[config.mk]
export PLATFORM = sky130hd
export DESIGN_NAME = mac_unit
export DESIGN_NICKNAME = d
export VERILOG_FILES = /design/src/rtl/mac_unit.sv
export SDC_FILE = /design/constraint.sdc
export NUM_CORES = 1
export LEC_CHECK = 0
export ABC_AREA = 1
export BUFFER_PORTS_ARGS = -buffer_cell sky130_fd_sc_hd__buf_2
export CAP_MARGIN = 20
export CORE_UTILIZATION = 35
export CTS_CLUSTER_SIZE = 24
export DETAILED_ROUTE_END_ITERATION = 7
export GPL_TIMING_DRIVEN = 0
export PLACE_DENSITY = 0.49
export SYNTH_ARGS = -nofsm -noshare
export SYNTH_HDL_FRONTEND = slang
export SYNTH_SLANG_ARGS = --single-unit
[constraint.sdc]
create_clock -name clk -period 9.05 [get_ports clk]
set_input_delay 1.81 -clock clk [delete_from_list [all_inputs] [get_ports clk]]
set_output_delay 1.81 -clock clk [all_outputs]
set_load 0.01 [all_outputs]
[src/rtl/mac_unit.sv]
// mac_unit: sequential signed multiply-accumulate.
// A request accepted in IDLE computes acc_in + a*b. The product comes from a
// radix-2 shift-add loop over DATA_WIDTH cycles on operand magnitudes, and the
// sign is re-applied at the end. The result is returned with a one-cycle
// mac_valid pulse, together with an optional saturating accumulate and an
// overflow flag.
//
// Handshake: mac_start is a request strobe that is looked at only while the
// unit is idle (busy=0). The accepting edge captures mac_a/mac_b/mac_acc_in,
// so they may change afterwards. busy stays high until the result edge. At
// that edge mac_valid pulses for exactly one cycle and mac_acc_out/overflow
// update and then hold. There is no back-pressure: the consumer must take the
// result in the mac_valid cycle. A mac_start seen while busy is dropped.
module mac_unit #(
  parameter int DATA_WIDTH = 16,
  parameter bit SATURATE   = 1'b1
) (
  input  logic                      clk,
  input  logic                      rst,
  input  logic                      mac_start,
  input  logic [DATA_WIDTH-1:0]     mac_a,
  input  logic [DATA_WIDTH-1:0]     mac_b,
  input  logic [2*DATA_WIDTH-1:0]   mac_acc_in,
  output logic [2*DATA_WIDTH-1:0]   mac_acc_out,
  output logic                      mac_valid,
  output logic                      busy,
  output logic                      overflow
);

  localparam int AW = 2 * DATA_WIDTH;
  localparam int CW = $clog2(DATA_WIDTH) + 1;

  typedef enum logic [1:0] {
    IDLE = 2'd0,
    MUL  = 2'd1,
    ACC  = 2'd2
  } state_t;

  state_t                state_q, state_d;
  logic                  sign_q, sign_d;
  logic [DATA_WIDTH-1:0] a_abs_q, a_abs_d;
  logic [DATA_WIDTH-1:0] b_sh_q, b_sh_d;
  logic [AW-1:0]         acc_q, acc_d;
  logic [AW-1:0]         pp_q, pp_d;
  logic [CW-1:0]         cnt_q, cnt_d;
  logic [AW-1:0]         acc_out_q, acc_out_d;
  logic                  valid_q, valid_d;
  logic                  ovf_q, ovf_d;

  // Datapath helpers
  logic [DATA_WIDTH-1:0] a_mag, b_mag;
  logic [AW-1:0]         a_shifted;
  logic [AW-1:0]         product;
  logic [AW:0]           sum;
  logic                  sum_ovf;
  logic [AW-1:0]         sat_val;

  // Magnitudes of the incoming operands; -2^(DW-1) maps to 2^(DW-1) unsigned
  assign a_mag     = mac_a[DATA_WIDTH-1] ? -mac_a : mac_a;
  assign b_mag     = mac_b[DATA_WIDTH-1] ? -mac_b : mac_b;
  assign a_shifted = {{DATA_WIDTH{1'b0}}, a_abs_q} << cnt_q;
  // Product magnitude is at most 2^(AW-2), so negation cannot overflow
  assign product   = sign_q ? -pp_q : pp_q;
  assign sum       = {acc_q[AW-1], acc_q} + {product[AW-1], product};
  assign sum_ovf   = (acc_q[AW-1] == product[AW-1]) && (sum[AW-1] != acc_q[AW-1]);
  // Clamp direction follows the operand sign (both operands share it on overflow)
  assign sat_val   = acc_q[AW-1] ? {1'b1, {(AW-1){1'b0}}} : {1'b0, {(AW-1){1'b1}}};

  // Next-state and datapath updates for the IDLE/MUL/ACC sequence
  always_comb begin
    state_d   = state_q;
    sign_d    = sign_q;
    a_abs_d   = a_abs_q;
    b_sh_d    = b_sh_q;
    acc_d     = acc_q;
    pp_d      = pp_q;
    cnt_d     = cnt_q;
    acc_out_d = acc_out_q;
    valid_d   = 1'b0;
    ovf_d     = ovf_q;
    case (state_q)
      IDLE: begin
        if (mac_start) begin
          sign_d  = mac_a[DATA_WIDTH-1] ^ mac_b[DATA_WIDTH-1];
          a_abs_d = a_mag;
          b_sh_d  = b_mag;
          acc_d   = mac_acc_in;
          pp_d    = '0;
          cnt_d   = '0;
          state_d = MUL;
        end
      end
      MUL: begin
        if (b_sh_q[0]) pp_d = pp_q + a_shifted;
        b_sh_d = b_sh_q >> 1;
        cnt_d  = cnt_q + CW'(1);
        if (cnt_q == CW'(DATA_WIDTH - 1)) state_d = ACC;
      end
      ACC: begin
        ovf_d     = sum_ovf;
        acc_out_d = (SATURATE && sum_ovf) ? sat_val : sum[AW-1:0];
        valid_d   = 1'b1;
        state_d   = IDLE;
      end
      default: state_d = IDLE;
    endcase
  end

  // State and datapath registers; synchronous reset aborts any request
  always_ff @(posedge clk) begin
    if (rst) begin
      state_q   <= IDLE;
      sign_q    <= 1'b0;
      a_abs_q   <= '0;
      b_sh_q    <= '0;
      acc_q     <= '0;
      pp_q      <= '0;
      cnt_q     <= '0;
      acc_out_q <= '0;
      valid_q   <= 1'b0;
      ovf_q     <= 1'b0;
    end else begin
      state_q   <= state_d;
      sign_q    <= sign_d;
      a_abs_q   <= a_abs_d;
      b_sh_q    <= b_sh_d;
      acc_q     <= acc_d;
      pp_q      <= pp_d;
      cnt_q     <= cnt_d;
      acc_out_q <= acc_out_d;
      valid_q   <= valid_d;
      ovf_q     <= ovf_d;
    end
  end

  assign mac_acc_out = acc_out_q;
  assign mac_valid   = valid_q;
  assign overflow    = ovf_q;
  assign busy        = (state_q != IDLE);

endmodule
**Yosys cells after proc, flatten, opt, wreduce, memory -nomap -nowiden**

Index checks and enable logic that the tools add are counted.

- Flip-flop bits (word level): 138
- Latch bits: 0
- RAM bits: 0
- Memory bits (read-only): 0
- Input bits: 67
- Output and inout port bits: 35
- Logic and storage cells: 50
- Memories: 0

- Add/sub/neg operators: 6
- Multipliers: 0
- Divide/modulo/power cells: 0
- $lt $le $gt $ge: 0
- Equal/unequal tests: 8
- Shift-type cells: 1
- Muxes and demuxes: 16
- Bitwise gates (word level): 1
- Reductions and logical operators: 8

Operators by type and width:

| operator | number |
|---|---|
| two-way mux 32 bit | 5 |
| adder 32 bit | 2 |
| case mux 32 bit (2 select lines) | 1 |
| two-way mux 16 bit | 3 |
| negator 16 bit | 2 |
| negator 32 bit | 1 |
| case mux 16 bit (2 select lines) | 1 |
| << shifter 16 x 5 -> 32 bit | 1 |
| case mux 5 bit (2 select lines) | 1 |
| inequality test 2 bit (second input constant) | 3 |
| AND reduction 2 bit | 3 |
| adder 5 x 1 -> 5 bit (second input constant) | 1 |
| equality test 5 x 4 -> 1 bit (second input constant) | 1 |
| two-way mux 5 bit | 1 |
| two-way mux 2 bit | 2 |
| case mux 2 bit (2 select lines) | 1 |
| nonzero test 2 bit | 2 |
| AND reduction 3 bit | 1 |
| equality test 2 x 1 -> 1 bit (second input constant) | 1 |
| equality test 2 bit (second input constant) | 1 |
| logical NOT 2 bit | 1 |
| equality test 1 bit | 1 |
| logical AND 1 bit | 1 |
| two-way mux 1 bit | 1 |
| 2 further kinds | 2 |

**Longest topological paths before layout**

Gate-level depths: netlist of the first run.

- Word-level depth: 6
- Mapped depth: 26
- Mapped depth without buffers: 25

**Worst setup path after synthesis of the first run**

Ideal clock, no wire load.

- Kind: input -> register
- Start: in mac_a[0]
- End: reg a_abs_q[12]
- Setup time: 115 ps
- Arrival time: 3012 ps
- Data required time: 8935 ps
- Path slack: 5923 ps
- Cell stages on the path: 11
- Path buffers: 0
- Cell sequence: inv_1 ha_1 nand3_1 nor2_1 nand3_1 o21ai_0 nand2_1 nor2_1 xnor2_1 o21ai_0 inv_1

- Cells in the longest elaborated chain, start to end: 2

Ends and longest elaborated chain:

| what | RTL line | source |
|---|---|---|
| start: declaration | 21 | `input logic [DATA_WIDTH-1:0] mac_a,` |
| negator 16 bit | 59 | `assign a_mag = mac_a[DATA_WIDTH-1] ? -mac_a : mac_a;` |
| two-way mux 16 bit | 59 |  |
| end signal: assignment | 125 | `a_abs_q <= a_abs_d;` |
| end: declaration | 41 | `logic [DATA_WIDTH-1:0] a_abs_q, a_abs_d;` |

No other way between the ends.
A chain may end at the register's enable or synchronous reset.

**Final worst setup path of the first run**

- Start: reg cnt_q[1]
- End: reg pp_q[31]

- Cells in the longest elaborated chain, start to end: 4

Ends and longest elaborated chain:

| what | RTL line | source |
|---|---|---|
| start: declaration | 45 | `logic [CW-1:0] cnt_q, cnt_d;` |
| start signal: assignment | 129 | `cnt_q <= cnt_d;` |
| << shifter 16 x 5 -> 32 bit | 61 | `assign a_shifted = {{DATA_WIDTH{1'b0}}, a_abs_q} << cnt_q;` |
| adder 32 bit | 94 | `if (b_sh_q[0]) pp_d = pp_q + a_shifted;` |
| two-way mux 32 bit | 94 |  |
| case mux 32 bit (2 select lines) | 81 | `case (state_q)` |
| end signal: assignment | 128 | `pp_q <= pp_d;` |
| end: declaration | 44 | `logic [AW-1:0] pp_q, pp_d;` |

No other way between the ends. The select of a mux whose other input is x is not followed.

==> impl_metrics.ini, run 1 <==
[cts]
cts_tree = done
clkSlewWorstSetupHoldPaths_ns = 0.06
cts_made_buffers = 17
clockRootBuffer = clkbuf_16
postCtsHoldBufs = 0
cts_sinks = 138
htree_levels = 4
post_cts_resized = 0
cts_setup_buffers = 0
clock_latency_ns = 0.44
clockBufferDepth = 2

[critical_path]
cpPeakStageDelay_ns = 0.35
critical_path_class = reg2reg
crit_slowest_cell = dfxtp_1
critPathBufInv = 4
cp-end-kind = flop
crit_family = simple AND/OR/NAND/NOR gates
critPathMaxFanout = 10
arrival_ns = 4.17
worstPathRequired_ns = 9.35
startpoint_type = flop
crit_top_cell = nand2_1
worstPathCellList = buf_4 -> clkinv_1 -> buf_2 -> nand3_1 -> o21ai_0 -> mux2i_1 -> o21ai_0 -> nor2_1 -> ha_1 -> nand2_1 -> inv_1 -> nand2_1 -> nand2_1 -> a21oi_1 -> nand2_1 -> a21oi_1 -> nand3_1 -> nand3_1 -> a21oi_1

[yosys]
syn_nets = 2039
postSynthAreaPerCell_um2 = 6.084
ys_seq_elements = 138
ys_seq_area_share_pct = 23.88
yosys_warnings = 0
async_flop_share_pct = 0
yosys.cell_types.count = 47
synthFlopType = dfxtp_1
synth_cells = 1902
syn_area_um2 = 11570
synth_edf_count = 0

[job]
cap_violations = 0

[place]
dpl.hpwl_mm = 34.06
routabilityCongestion = 0.9154
port_buffers = 99
placedCellCount = 2443
placed_area_um2 = 12620

[die]
die_y_um = 183.8
die_x_um = 183.8
floorplan.initialDensity_pct = 35.56
dieArea_um2 = 33790
core.rowCount = 66
io_pins = 102
core_um2 = 32540

[sta]
maxSlewViolCount = 0
setup_viol = 0
clock_skew_ns = 0.01066
worst_pin_slew_ns = 0.8200
slew_headroom_pct = 45.33
hold_viol_final = 0
rsz0062_at_grt = no
max_freq_mhz = 258.3
final.period_utilization_pct = 42.77
fin_crit_ns = 3.871
setup_tns_ns = 0

[routing]
ant_nets = 0
drt_iter0_drc = 995
wl_per_cell_um = 16.58
dr.pass1.iters = 5
via_per_inst = 5.072
drc = 0
wirelength_mm = 41.03
vias = 12553

[power_and_ir_drop]
p_total_uw = 1696
p_leak_uw = 0.006470
peakVddDrop_uv = 143.2
powerDensity_nw_per_um2 = 128.6

[global_routing]
grt_pass1_vias = 11651
grt_pass1_wl_mm = 63.54
antenna_found_initial = 2
grt.overflow.total = 0
grt_max_degree = 17
grt_usage_pct = 24.51

[final_layout]
num-fill-cells = 3614
fin_cells = 2475
drive_above_1_share_pct = 11.85
design_area_um2 = 13180
areaGrowthSynthToFinish_pct = 13.94
n_antenna_cell = 0
seqCellArea_um2 = 2763
fin_nets = 2157
multi_input_area_um2 = 7735

[run_status]
status = completed

[worst_hold_path]
min_path_type = reg2reg
[metal layers]
layer	track usage (%)	share of wire [%]	vias up
li1	-	-	6461
met1	31.72	46	5719
met2	41.86	47	327
met3	3.843	5.4	44
met4	6.800	2.0	2
met5	0	0.029	-
[cell usage after synthesis (all sizes together), types with 5 or more instances]
| cell type | instances | area share [%] |
|---|---|---|
| o21ai | 165 | 7.1 |
| xor2 | 46 | 3.5 |
| a21oi | 183 | 9.0 |
| nand3 | 125 | 5.6 |
| ha | 68 | 7.4 |
| nor3 | 32 | 1.5 |
| nand4 | 7 | 0.38 |
| o21bai | 6 | 0.39 |
| xnor2 | 6 | 0.45 |
| inv | 195 | 6.3 |
| clkbuf | 48 | 1.6 |
| a31oi | 12 | 0.65 |
| a21o | 5 | 0.32 |
| nand2 | 540 | 18 |
| nand3b | 8 | 0.55 |
| buf | 16 | 1.2 |
| o221ai | 10 | 0.76 |
| o22ai | 6 | 0.32 |
| nor2 | 249 | 8.3 |
| a22oi | 5 | 0.32 |
| or2 | 7 | 0.38 |
| dfxtp | 138 | 24 |
[worst min-delay path: cells and delay by family, from the launching register on]
family | cells | cell delay, ns
DFF | 1 | 0.31
and+or+nand+nor | 1 | 0.06
AOI/OAI and AO/OA | 1 | 0.06
[worst paths after layout]
| kind | from | to | slack (ns) | cells past startpoint |
|---|---|---|---|---|
| worst max-delay path | cnt_q[1]$_SDFFE_PP0P_ | pp_q[31]$_SDFFE_PP0P_ | 5.18 | 19 |
| worst min-delay path | b_sh_q[9]$_SDFFE_PP0P_ | b_sh_q[8]$_SDFFE_PP0P_ | 0.47 | 2 |
| worst max register to register | cnt_q[1]$_SDFFE_PP0P_ | pp_q[31]$_SDFFE_PP0P_ | 5.18 | 19 |
| worst min register to register | b_sh_q[9]$_SDFFE_PP0P_ | b_sh_q[8]$_SDFFE_PP0P_ | 0.47 | 2 |
[through the flow]
stage	worst slack [ns]	hold slack, ns	utilization, %
after global routing	4.833	0.5053	40.52
final	5.179	0.4705	40.52
after global placement	5.018	0.4577	38.79
after CTS	5.257	0.4666	40.52
after detailed placement	5.017	0.4630	38.79
after floorplan	5.923	0.4450	-
[flip-flops by register name, indices dropped and copies added, names as in the netlist]
register,cells
state_q,2
cnt_q,5
mac_valid,1
b_sh_q,16
sign_q,1
acc_q,32
mac_acc_out,32
overflow,1
pp_q,32
a_abs_q,16
[placed cells by master, fill, tap and decap left out, types with 6 or more instances in the layout]
cell | netlist | layout
nand4_1 | 7 | 7
inv_1 | 190 | 190
xnor2_1 | 6 | 6
o221ai_1 | 10 | 10
nor2_1 | 242 | 242
nand3_1 | 121 | 121
clkbuf_16 | 0 | 17
buf_2 | 7 | 106
o21bai_1 | 6 | 6
dfxtp_1 | 138 | 138
nand3b_1 | 7 | 7
clkbuf_1 | 48 | 49
nor3_1 | 30 | 30
a21oi_2 | 32 | 32
o21ai_0 | 160 | 160
nand2_2 | 37 | 37
nand2_1 | 501 | 501
or2_2 | 7 | 7
xor2_1 | 46 | 46
a21oi_1 | 151 | 151
ha_1 | 68 | 68
a31oi_1 | 12 | 12
o22ai_1 | 6 | 6
[cell families after synthesis]
group                      share of synthesized area [%]
AOI/OAI and AO/OA                                  19.73
xor gates and xnor gates                           3.936
adders and majority gates                          7.699
muxes                                            0.08651
buffers and inverters                              9.278
DFF                                                23.88
and+or+nand+nor                                    35.39
[report_power, final]
part	internal, µW	total, µW	switching (µW)
Combinational	115	354	240
Clock	387	688	301
Sequential	633	653	20.1
[cell type report]
cell class,instances,area share (%)
Multi-Input combinational cell,1501,58.67
Sequential cell,138,20.95
Inverter,199,5.685
Tap cell,442,4.195
Timing Repair Buffer,99,3.758
Clock buffer,19,3.360
Buffer,64,2.458
Clock inverter,13,0.9206
No activity file was read; power rests on OpenSTA's default activity.
==> inputs of run 2 (changes only) <==
--- a/config.mk
+++ b/config.mk
@@ -12,7 +12,7 @@
 export CTS_CLUSTER_SIZE = 24
 export DETAILED_ROUTE_END_ITERATION = 7
 export GPL_TIMING_DRIVEN = 0
-export PLACE_DENSITY = 0.49
+export PLACE_DENSITY = 0.5
 export SYNTH_ARGS = -nofsm -noshare
 export SYNTH_HDL_FRONTEND = slang
 export SYNTH_SLANG_ARGS = --single-unit
==> constraint.sdc (replaced) <==
create_clock -name clk -period 3.3 [get_ports clk]
set_input_delay 0.66 -clock clk [delete_from_list [all_inputs] [get_ports clk]]
set_output_delay 0.66 -clock clk [all_outputs]
set_load 0.01 [all_outputs]
==> run 2 against run 1 <==
Net effect: maximum frequency rose by 21%; highest routed layer is now met4; register-to-register slack got worse by 5.1 ns; sequential power rose to 2.8 times the previous value.
==> impl_metrics.ini, run 2 (synthesis gave the netlist of run 1 again) <==
[cts]
clkSlewWorstSetupHoldPaths_ns = 0.07
clockBufferDepth = 2
htree_levels = 4
postCtsHoldBufs = 0
cts_sinks = 138
cts_tree = done
cts_made_buffers = 17
clock_latency_ns = 0.45
clockRootBuffer = clkbuf_16

[sta]
clock_skew_ns = 0.01179
hold_ws_ns = 0.4745
slew_headroom_pct = 48.87
final.period_utilization_pct = 96.97
max_freq_mhz = 312.5
rsz0062_at_grt = yes
setup_viol = 0
worst_pin_slew_ns = 0.7669
fin_crit_ns = 3.200
hold_viol_final = 0
timing.final.ws_setup_ns = 0.09986
maxSlewViolCount = 0

[critical_path]
crit_top_cell = a21oi_2
startpoint_type = flop
critPathBufInv = 4
crit_family = compound AO/OA/AOI/OAI gates
cp-end-kind = flop
critPathMaxFanout = 5
crit_slowest_cell = dfxtp_2
worstPathRequired_ns = 3.63
worstPathCellList = inv_1 -> nand2_1 -> inv_1 -> nand2_1 -> or2_2 -> nor4_2 -> xor2_1 -> a21oi_2 -> ha_4 -> a21oi_2 -> o21ai_0 -> a21oi_1 -> nand2_2 -> a21oi_4 -> nor2_2 -> nor2_4 -> buf_6 -> clkbuf_16 -> a21oi_2
critical_path_class = reg2reg
cpPeakStageDelay_ns = 0.38
arrival_ns = 3.53

[die]
die_y_um = 183.8
core_um2 = 32540
core.rowCount = 66
io_pins = 102
dieArea_um2 = 33790
die_x_um = 183.8
floorplan.initialDensity_pct = 35.56

[global_routing]
grt_pass1_vias = 11692
grt.overflow.total = 0
antenna_found_initial = 2
grt_usage_pct = 24.58
grt_pass1_wl_mm = 63.77
grt_max_degree = 17

[routing]
drt_iter0_drc = 693
drc = 0
vias = 12757
via_per_inst = 5.064
dr.pass1.iters = 5
wirelength_mm = 41.68
ant_nets = 0
wl_per_cell_um = 16.55

[power_and_ir_drop]
powerDensity_nw_per_um2 = 333.4
peakVddDrop_uv = 373.3
p_leak_uw = 0.006876

[place]
port_buffers = 99
routabilityCongestion = 0.9085
dp_slack_ns = -0.5782
dpl.hpwl_mm = 33.70

[final_layout]
final_cell_mix = nand2_1 (471), nor2_1 (205), inv_1 (181)
n_antenna_cell = 0
drive_above_1_share_pct = 22.77
fin_nets = 2201
areaGrowthSynthToFinish_pct = 25.15
layout_commonest_cell = nand2_1

[run_status]
status = completed

[job]
cap_violations = 0

[worst_hold_path]
min_path_type = in2reg
==> run 2: cell count changes in the layout (fill, tap and decap cells not counted), sizes merged <==
cell      previous run  this run
buf                115       156
clkbuf              67        71
clkinv               9         6
clkinvlp             5         6
inv                197       198
==> run 2: what timing repair did <==
item	4_1_cts	5_1_grt
endpoints found under the setup margin	56	56
cloned	1	4
pin swaps	28	49
gates resized for setup	96	175
buffers inserted	12	27
==> run 2: final timing paths <==
path / startpoint / to / slack, ns / cells past startpoint
max reg2reg: pp_q[10]$_SDFFE_PP0P_ / mac_acc_out[8]$_SDFFE_PP0P_ / 0.1 / 19
min: mac_acc_in[21] / acc_q[21]$_SDFFE_PP0P_ / 0.47 / 3
max: pp_q[10]$_SDFFE_PP0P_ / mac_acc_out[8]$_SDFFE_PP0P_ / 0.1 / 19
min reg2reg: mac_acc_out[31]$_SDFFE_PP0P_ / mac_acc_out[31]$_SDFFE_PP0P_ / 0.48 / 2
==> run 2: cell type report <==
class / count / area [µm²]
tap: 442 / 553.0
inverter: 199 / 764.5
clock inverter: 12 / 117.6
clock buffer: 20 / 456.7
timing repair buffer: 143 / 903.4
sequential: 138 / 2791
fill: 3593 / 18050
multi-input combinational: 1501 / 8508
buffer: 64 / 386.6
==> run 2: through the flow <==
step	TNS [ns]	instance area, µm²	total power (µW)	util, %	std cells
6_report	0	14480	4828	44.51	2519
3_3_place_gp	-20.94	12620	2790	38.79	2443
2_1_floorplan	0	11570	2465	-	1902
4_1_cts	-0.07125	13610	4734	41.83	2488
3_5_place_dp	-21.88	12620	2791	38.79	2443
5_1_grt	-3.113	14480	5057	44.51	2519
==> run 2: power by group <==
part	switching (µW)	leakage, µW	internal (µW)	total (µW)
registers	60.3	0.00114	1740	1800
logic	718	0.00547	400	1120
clock network	831	0.000269	1080	1910
==> run 2: metal layers <==
| layer | vias up | global-route usage (%) | wire length, µm |
|---|---|---|---|
| li1 | 6565 | - | - |
| met1 | 5877 | 32.54 | 19420 |
| met2 | 276 | 42.05 | 19730 |
| met3 | 39 | 3.506 | 1972 |
| met4 | 0 | 5.300 | 558 |
| met5 | - | 0 | 0 |
==> run 2: worst min-delay path: stages <==
cell and delay, ns:
buf_2 0.07, o21ai_0 0.07, nor2_1 0.08
